$ cat config.mk
export PLATFORM = sky130hd
export DESIGN_NAME = uart_tx_flat
export DESIGN_NICKNAME = d
export VERILOG_FILES = /design/src/rtl/uart_tx_if.sv /design/src/rtl/uart_tx.sv /design/src/flat_wrapper.sv
export SDC_FILE = /design/constraint.sdc
export NUM_CORES = 1
export LEC_CHECK = 0
export BUFFER_PORTS_ARGS = -buffer_cell sky130_fd_sc_hd__buf_2
export CAP_MARGIN = 20
export CORE_AREA = 5 5 71 60
export CTS_CLUSTER_SIZE = 20
export DETAILED_ROUTE_END_ITERATION = 8
export DIE_AREA = 0 0 76 65
export GPL_ROUTABILITY_DRIVEN = 0
export PLACE_DENSITY_LB_ADDON = 0.15
export SYNTH_ARGS = -nofsm -noshare
export SYNTH_HDL_FRONTEND = slang
export SYNTH_SLANG_ARGS = --single-unit
$ cat constraint.sdc
create_clock -name clk -period 4.7 [get_ports clk]
set_clock_uncertainty 0.05 [all_clocks]
set_input_delay 0.235 -clock clk [delete_from_list [all_inputs] [get_ports clk]]
set_output_delay 0.235 -clock clk [all_outputs]
set_load 0.005 [all_outputs]
$ cat src/rtl/uart_tx_if.sv
// Handshake bundle between the transmit requester (master) and uart_tx (slave).
interface uart_tx_if #(
  parameter int BIT_MAX = 8
);
  logic               tx_start;
  logic [BIT_MAX-1:0] tx_data;
  logic               tx_busy;
  logic               tx_done;

  modport master (output tx_start, output tx_data, input tx_busy, input tx_done);
  modport slave  (input tx_start, input tx_data, output tx_busy, output tx_done);
endinterface

$ cat src/rtl/uart_tx.sv
// UART transmitter: one BIT_MAX-bit word per accepted request, LSB first, 8N1 framing.
// Define UART_TX_PARITY_EN to insert an even-parity bit between DATA and STOP (8E1).
module uart_tx #(
  parameter int CLK_FREQ = 50_000_000,
  parameter int BAUD     = 115200,
  parameter int BIT_MAX  = 8
) (
  input  logic     clk,
  input  logic     rst,
  uart_tx_if.slave bus,
  output logic     txd
);

  localparam int CLKS_PER_BIT = CLK_FREQ / BAUD;
  localparam int CNT_W        = (CLKS_PER_BIT > 1) ? $clog2(CLKS_PER_BIT) : 1;
  localparam int IDX_W        = (BIT_MAX > 1) ? $clog2(BIT_MAX) : 1;
  localparam logic [CNT_W-1:0] CNT_LAST = CNT_W'(CLKS_PER_BIT - 1);
  localparam logic [CNT_W-1:0] CNT_ONE  = CNT_W'(1);
  localparam logic [CNT_W-1:0] CNT_ZERO = CNT_W'(0);
  localparam logic [IDX_W-1:0] IDX_LAST = IDX_W'(BIT_MAX - 1);
  localparam logic [IDX_W-1:0] IDX_ONE  = IDX_W'(1);
  localparam logic [IDX_W-1:0] IDX_ZERO = IDX_W'(0);

`ifdef UART_TX_PARITY_EN
  typedef enum logic [2:0] {
    S_IDLE   = 3'd0,
    S_START  = 3'd1,
    S_DATA   = 3'd2,
    S_PARITY = 3'd3,
    S_STOP   = 3'd4
  } state_e;

  function automatic logic even_parity(input logic [BIT_MAX-1:0] word);
    return ^word;
  endfunction
`else
  typedef enum logic [2:0] {
    S_IDLE  = 3'd0,
    S_START = 3'd1,
    S_DATA  = 3'd2,
    S_STOP  = 3'd4
  } state_e;
`endif

  state_e             state_q, state_d;
  logic [CNT_W-1:0]   cnt_q, cnt_d;
  logic [IDX_W-1:0]   idx_q, idx_d;
  logic [BIT_MAX-1:0] shift_q, shift_d;
  logic               txd_q, txd_d;
  logic               busy_q, busy_d;
  logic               done_q, done_d;
  logic               bit_end_s;
`ifdef UART_TX_PARITY_EN
  logic               parity_q, parity_d;
`endif

  assign bit_end_s   = (cnt_q == CNT_LAST);
  assign txd         = txd_q;
  assign bus.tx_busy = busy_q;
  assign bus.tx_done = done_q;

  // Next-state and next-output logic; txd_d is the level of the bit the FSM moves into.
  always_comb begin
    state_d  = state_q;
    cnt_d    = cnt_q;
    idx_d    = idx_q;
    shift_d  = shift_q;
    txd_d    = txd_q;
    busy_d   = busy_q;
    done_d   = 1'b0;
`ifdef UART_TX_PARITY_EN
    parity_d = parity_q;
`endif
    case (state_q)
      S_IDLE: begin
        if (bus.tx_start && !busy_q) begin
          state_d  = S_START;
          cnt_d    = CNT_ZERO;
          idx_d    = IDX_ZERO;
          shift_d  = bus.tx_data;
          txd_d    = 1'b0;
          busy_d   = 1'b1;
`ifdef UART_TX_PARITY_EN
          parity_d = even_parity(bus.tx_data);
`endif
        end else begin
          txd_d  = 1'b1;
          busy_d = 1'b0;
        end
      end
      S_START: begin
        if (bit_end_s) begin
          state_d = S_DATA;
          cnt_d   = CNT_ZERO;
          txd_d   = shift_q[0];
        end else begin
          cnt_d = cnt_q + CNT_ONE;
        end
      end
      S_DATA: begin
        if (bit_end_s) begin
          cnt_d = CNT_ZERO;
          if (idx_q == IDX_LAST) begin
`ifdef UART_TX_PARITY_EN
            state_d = S_PARITY;
            txd_d   = parity_q;
`else
            state_d = S_STOP;
            txd_d   = 1'b1;
`endif
          end else begin
            idx_d   = idx_q + IDX_ONE;
            shift_d = shift_q >> 1'b1;
            txd_d   = shift_d[0];
          end
        end else begin
          cnt_d = cnt_q + CNT_ONE;
        end
      end
`ifdef UART_TX_PARITY_EN
      S_PARITY: begin
        if (bit_end_s) begin
          state_d = S_STOP;
          cnt_d   = CNT_ZERO;
          txd_d   = 1'b1;
        end else begin
          cnt_d = cnt_q + CNT_ONE;
        end
      end
`endif
      S_STOP: begin
        if (bit_end_s) begin
          state_d = S_IDLE;
          cnt_d   = CNT_ZERO;
          txd_d   = 1'b1;
          busy_d  = 1'b0;
          done_d  = 1'b1;
        end else begin
          cnt_d = cnt_q + CNT_ONE;
        end
      end
      default: begin
        state_d = S_IDLE;
        cnt_d   = CNT_ZERO;
        idx_d   = IDX_ZERO;
        txd_d   = 1'b1;
        busy_d  = 1'b0;
      end
    endcase
  end

  // State and registered outputs; reset aborts any frame in flight with the line idle.
  always_ff @(posedge clk or posedge rst) begin
    if (rst) begin
      state_q  <= S_IDLE;
      cnt_q    <= CNT_ZERO;
      idx_q    <= IDX_ZERO;
      shift_q  <= {BIT_MAX{1'b0}};
      txd_q    <= 1'b1;
      busy_q   <= 1'b0;
      done_q   <= 1'b0;
`ifdef UART_TX_PARITY_EN
      parity_q <= 1'b0;
`endif
    end else begin
      state_q  <= state_d;
      cnt_q    <= cnt_d;
      idx_q    <= idx_d;
      shift_q  <= shift_d;
      txd_q    <= txd_d;
      busy_q   <= busy_d;
      done_q   <= done_d;
`ifdef UART_TX_PARITY_EN
      parity_q <= parity_d;
`endif
    end
  end

endmodule
$ cat src/flat_wrapper.sv
// flat-port wrapper written by rule: the top's interface ports become plain ports
module uart_tx_flat 
#(
  parameter int CLK_FREQ = 50_000_000,
  parameter int BAUD     = 115200,
  parameter int BIT_MAX  = 8
)
  (clk, rst, txd, bus_tx_start, bus_tx_data, bus_tx_busy, bus_tx_done);
  uart_tx_if #(.BIT_MAX(BIT_MAX)) bus_i ();
  input  logic clk;
  input  logic rst;
  output logic txd;
  input wire logic [$bits(bus_i.tx_start)-1:0] bus_tx_start;
  input wire logic [$bits(bus_i.tx_data)-1:0] bus_tx_data;
  output wire logic [$bits(bus_i.tx_busy)-1:0] bus_tx_busy;
  output wire logic [$bits(bus_i.tx_done)-1:0] bus_tx_done;
  assign bus_i.tx_start = bus_tx_start;
  assign bus_i.tx_data = bus_tx_data;
  assign bus_tx_busy = bus_i.tx_busy;
  assign bus_tx_done = bus_i.tx_done;
  uart_tx #(.CLK_FREQ(CLK_FREQ), .BAUD(BAUD), .BIT_MAX(BIT_MAX)) u_core (.clk(clk), .rst(rst), .bus(bus_i), .txd(txd));
endmodule
* Yosys cells after proc, flatten, opt, wreduce, memory -nomap -nowiden
Index checks and enable logic that the tools add are counted.
Word-level totals: register bits 26, input port bits 11, logic and storage cells 62
Cells by class: add/sub/neg operators 2, eq/ne operators 11, muxes and demuxes 28, bitwise gates (word level) 2, reductions and logical operators 12
Operator list (number):
- two-way mux 3 bit | 8
- two-way mux 8 bit | 3
- two-way mux 9 bit | 2
- one-hot mux 9 bit (2 select lines) | 1
- one-hot mux 8 bit (2 select lines) | 1
- one-hot mux 3 bit (4 select lines) | 1
- != test 2 x 1 -> 1 bit (second input constant) | 5
- adder 9 x 1 -> 9 bit (second input constant) | 1
- equality test 9 bit (second input constant) | 1
- two-way mux 1 bit | 9
- one-hot mux 3 bit (3 select lines) | 1
- AND reduction 4 bit | 2
- equality test 3 bit (second input constant) | 2
- AND reduction 5 bit | 1
- one-hot mux 1 bit (4 select lines) | 1
- OR reduction 2 bit | 2
- adder 3 x 1 -> 3 bit (second input constant) | 1
- equality test 3 x 1 -> 1 bit (second input constant) | 1
- equality test 3 x 2 -> 1 bit (second input constant) | 1
- zero test 3 bit | 1
- one-hot mux 1 bit (3 select lines) | 1
- AND reduction 3 bit | 1
- OR reduction 3 bit | 1
- != test 2 bit (second input constant) | 1
- 5 further kinds | 6

* Logic depth before layout (Yosys ltp)
depth after elaboration 4, depth in mapped cells 7, depth with buffers taken out 6

* Least setup slack after synthesis
OpenSTA, ideal clock, no wires.
path type register -> register, start register u_core.cnt_q[1], end register u_core.shift_q[0], arrival 1.952 ns, data required time 4.525 ns, setup slack 2.574 ns, stages on the path, launching flop included 8, cells stage by stage dfrtp_1 -> inv_1 -> ha_1 -> nand4b_4 -> or4_4 -> buf_6 -> o21bai_4 -> mux2_2
On the way: cells in the longest elaborated chain, start to end 3
Ends and longest elaborated chain:
- from (decl) | line uart_tx.sv:46 | logic [CNT_W-1:0] cnt_q, cnt_d;
- from (signal assigned) | line uart_tx.sv:167 | cnt_q <= cnt_d;
- equality test 9 bit | line uart_tx.sv:57 | assign bit_end_s = (cnt_q == CNT_LAST);
- != test 2 x 1 -> 1 bit (no source line)
- AND reduction 4 bit (no source line)
- to (signal assigned) | line uart_tx.sv:158 | shift_q <= {BIT_MAX{1'b0}};
- to (signal assigned) | line uart_tx.sv:169 | shift_q <= shift_d;
- to (decl) | line uart_tx.sv:48 | logic [BIT_MAX-1:0] shift_q, shift_d;
No other way between the ends. A chain may end at the register's enable or synchronous reset.

* Worst setup path after layout
start register u_core.state_q[1], end register u_core.txd_q, in the netlist u_core.txd
On the way: cells in the longest elaborated chain, start to end 3
Ends and longest elaborated chain:
- from (decl) | line uart_tx.sv:45 | state_e state_q, state_d;
- from (signal assigned) | line uart_tx.sv:166 | state_q <= state_d;
- equality test 3 x 2 -> 1 bit (tied with other cells) | line uart_tx.sv:74 | case (state_q)
- != test 2 x 1 -> 1 bit (no source line)
- AND reduction 3 bit (no source line)
- to (signal assigned) | line uart_tx.sv:170 | txd_q <= txd_d;
- to (decl) | line uart_tx.sv:49 | logic txd_q, txd_d;
Several ways; a longest one is shown, not always the timed one.

==> metrics.md <==
| Metric | Value |
|---|---|
| Number of max-cap violations | 0 |
| Gate power share | 0.292 |
| DR WL/cell | 14.3 µm |
| Die extent in y | 65 µm |
| Cell count of the worst reg-to-reg path | 4 |
| Setup TNS Final | 0 ns |
| Seq pwr share | 0.530 |
| Clock Latency Late Sink | 0.27 ns |
| Overall Power | between 0.7 and 0.8 mW |
| Reg-to-reg slack, setup | 2.47 ns |
| CP Class | flip-flop to flip-flop |
| Worst setup margin | between 2 and 2.5 ns |
| Starting Density | 0.414 |
| Vias per cell | 5.42 |
| VDD IR max | between 0.0002 and 0.00025 V |
| CP endpoint | u_core.txd |
| Core area | 0.00358 mm² |
| Layout cells sized above 1 | 0.260 |
| Clk slew on worst S/H paths | 0.09 ns |
| Hold slack | 0.113 ns |
| First-pass GRT wire length | 4950 µm |
| ANT nets after route | 0 |
| Die footprint | 0.00494 mm² |
| Count of cell types in the netlist | 45 |
| Placed Cells | 192 |
| Crit path max fanout | 14 |
| CTS tree | yes |
| Post-CTS setup buffers | 0 |
| Total global routing overflow | 0 |
| Slew HR | 0.511 |
| Drt drc | 0 |
| Req. time, crit path | around 4.9 ns |
| Psw | 0.229 mW |
| Setup Viol. Count Final | 0 |
| Startpoint Class | flip-flop |
| Gr usage total | 0.122 |
| DP Area | between 0.0015 and 0.002 mm² |
| Site Rows | 20 |
| Number of I/O pins | 14 |
| Top FF cell, synth | dfrtp_1 |
| Max frequency | 449 MHz |
| Final wirelength | 2830 µm |
| Vias after detailed routing | roughly 1100 |
| Number of inserted diodes | 0 |
| Leak | 0.750 nW |
| Fraction of registers with async set/reset | 1.00 |
| Input/output buffers | 13 |
| Yosys Warn Count | 0 |
| P_int | 0.489 mW |
| Sw frac | 0.319 |
| Final-report hold violation count | 0 |
| R2R Path End | u_core.txd |
| Total Nets Final | between 150 and 200 |
| H-tree depth | 1 |
| Syn_area_per_cell | 10.4 µm² |
| RSZ-0062 raised after global routing | false |
| CTS Buffer Depth | 2 |
| Pin count of the biggest net entering global routing | 27 |
| Clock root cell | clkbuf_8 |
| Final worst path period share | 0.474 |
| Hold Crit Class | primary input to flip-flop |
| Top cell type's share of synthesized area | 0.422 |
| Reg-to-Reg Start | u_core.state_q[1] |
| Post-route minimum period | between 2 and 2.5 ns |
| Post-synth top area cell | dfrtp_1 |
| Register area share after synthesis | 0.440 |
| Core Util, Final | 0.460 |
| Power share of the clock group | 0.178 |
| Mapped Area | 0.00148 mm² |
| Outcome | complete, no violations |
| FILL cells | 360 |
| Initial antenna violation count | 0 |
| Final Instance Area | 0.00165 mm² |
| #FFs+latches synth | 26 |
| Chip Width | about 76 µm |
| Arrival time at the worst endpoint | ~2.4 ns |
| Syn Inst Count | approximately 140 |
| Fin. max-slew vios | 0 |
| HPWL after DPL | roughly 2100 µm |
| Number of enable flip-flop cells after synthesis | 0 |
| Critical Path Source | u_core.state_q[1] |
| TritonCTS Buffers | 3 |
| Largest cells by area after synthesis | dfrtp_1 (42%), mux2_2 (11%), ha_1 (3.4%) |
| Syn nets | 157 |
| First drt pass iteration count | 4 |
| Area growth, synth to finish | 11.1% |
| Vias in the first global route | between 1000 and 1500 |
| Iteration-0 DRC Markers | 130 |
| Critical Path Sink Type | flip-flop |
| Post-place setup slack | about 2.5 ns |
| Post-Layout Cell Count | between 150 and 200 |
| CTS sink cnt | 26 |
| Power Density | 436 mW/mm² |
| Worst-margin pin slew | 0.726 ns |
-- power by group through the flow --
stage | Combinational [mW] | Clock (mW) | Sequential (mW)
2_1_floorplan | 0.178 | 0 | 0.361
4_1_cts | 0.211 | 0.136 | 0.380
3_3_place_gp | 0.202 | 0 | 0.383
5_1_grt | 0.241 | 0.145 | 0.397
3_5_place_dp | 0.210 | 0 | 0.385
6_report | 0.209 | 0.128 | 0.380
-- worst min-delay path by stage --
stage / start / end / slack (ns) / depth (start not counted)
after detailed placement: bus_tx_data[7] / u_core.shift_q[7] / 0.40 / 3
after global routing: bus_tx_data[7] / u_core.shift_q[7] / 0.11 / 3
after floorplan: rst / u_core.bus.tx_busy / 0.22 / 1
after global placement: bus_tx_data[7] / u_core.shift_q[7] / 0.40 / 3
after CTS: bus_tx_data[7] / u_core.shift_q[7] / 0.10 / 3
final: bus_tx_data[7] / u_core.shift_q[7] / 0.11 / 3
-- metal layers --
layer,wire [µm],vias up,track usage
met5,0,-,0
met4,19,0,0.0267
li1,-,543,-
met1,1480,508,0.172
met3,122,2,0.0319
met2,1200,21,0.187
-- cells by family after synthesis --
logic type	count (synthesis)	synth area share
compound gates	30	0.143
fa+ha+maj	5	0.0405
mux	18	0.134
xor+xnor	3	0.0177
buf+inv	13	0.0414
flops	26	0.440
simple gates	47	0.183
-- worst max-delay path: stages (launching register included) --
cell and delay (ns):
dfrtp_1 0.61, or3b_2 0.64, o21ai_1 0.34, nand2_1 0.21, mux2_2 0.32
-- cells in the mapped netlist (4+ instances only) --
cell / instances
o21ai_0: 8
nor2_1: 8
dfrtp_1: 25
nand3_1: 4
mux2_2: 15
a21oi_1: 4
nand2_1: 11
buf_2: 4
inv_1: 6
ha_1: 4
-- placed cells by master (no fill, tap or decap), types with 4 or more instances in the layout --
cell type  instances
nand3_1            4
nand2_1           11
ha_1               4
nor2_1             8
a21oi_1            4
inv_1              6
buf_2             13
mux2_2            15
o21ai_0            8
dfrtp_1           25
-- state kept, by name, summed over array words and instances, names as in the netlist --
| signal | flops |
|---|---|
| u_core.bus.tx_done | 1 |
| u_core.idx_q | 3 |
| u_core.state_q | 3 |
| u_core.txd | 1 |
| u_core.shift_q | 8 |
| u_core.bus.tx_busy | 1 |
| u_core.cnt_q | 9 |
-- what timing repair did --
action	in CTS	in global routing
hold buffers	0	1
gates resized for setup	0	0
endpoints found under the hold margin	0	3
-- final cells by class --
cell class              instances  area [µm²]  share of cell area
multi-input cells             103         768               0.467
flip-flops and latches         26         652               0.396
repair buffers                 15         103              0.0624
well taps                      44        55.1              0.0335
clock buffers                   4        45.0              0.0274
inverters                       6        22.5              0.0137
No activity file was read; power rests on OpenSTA's default activity.
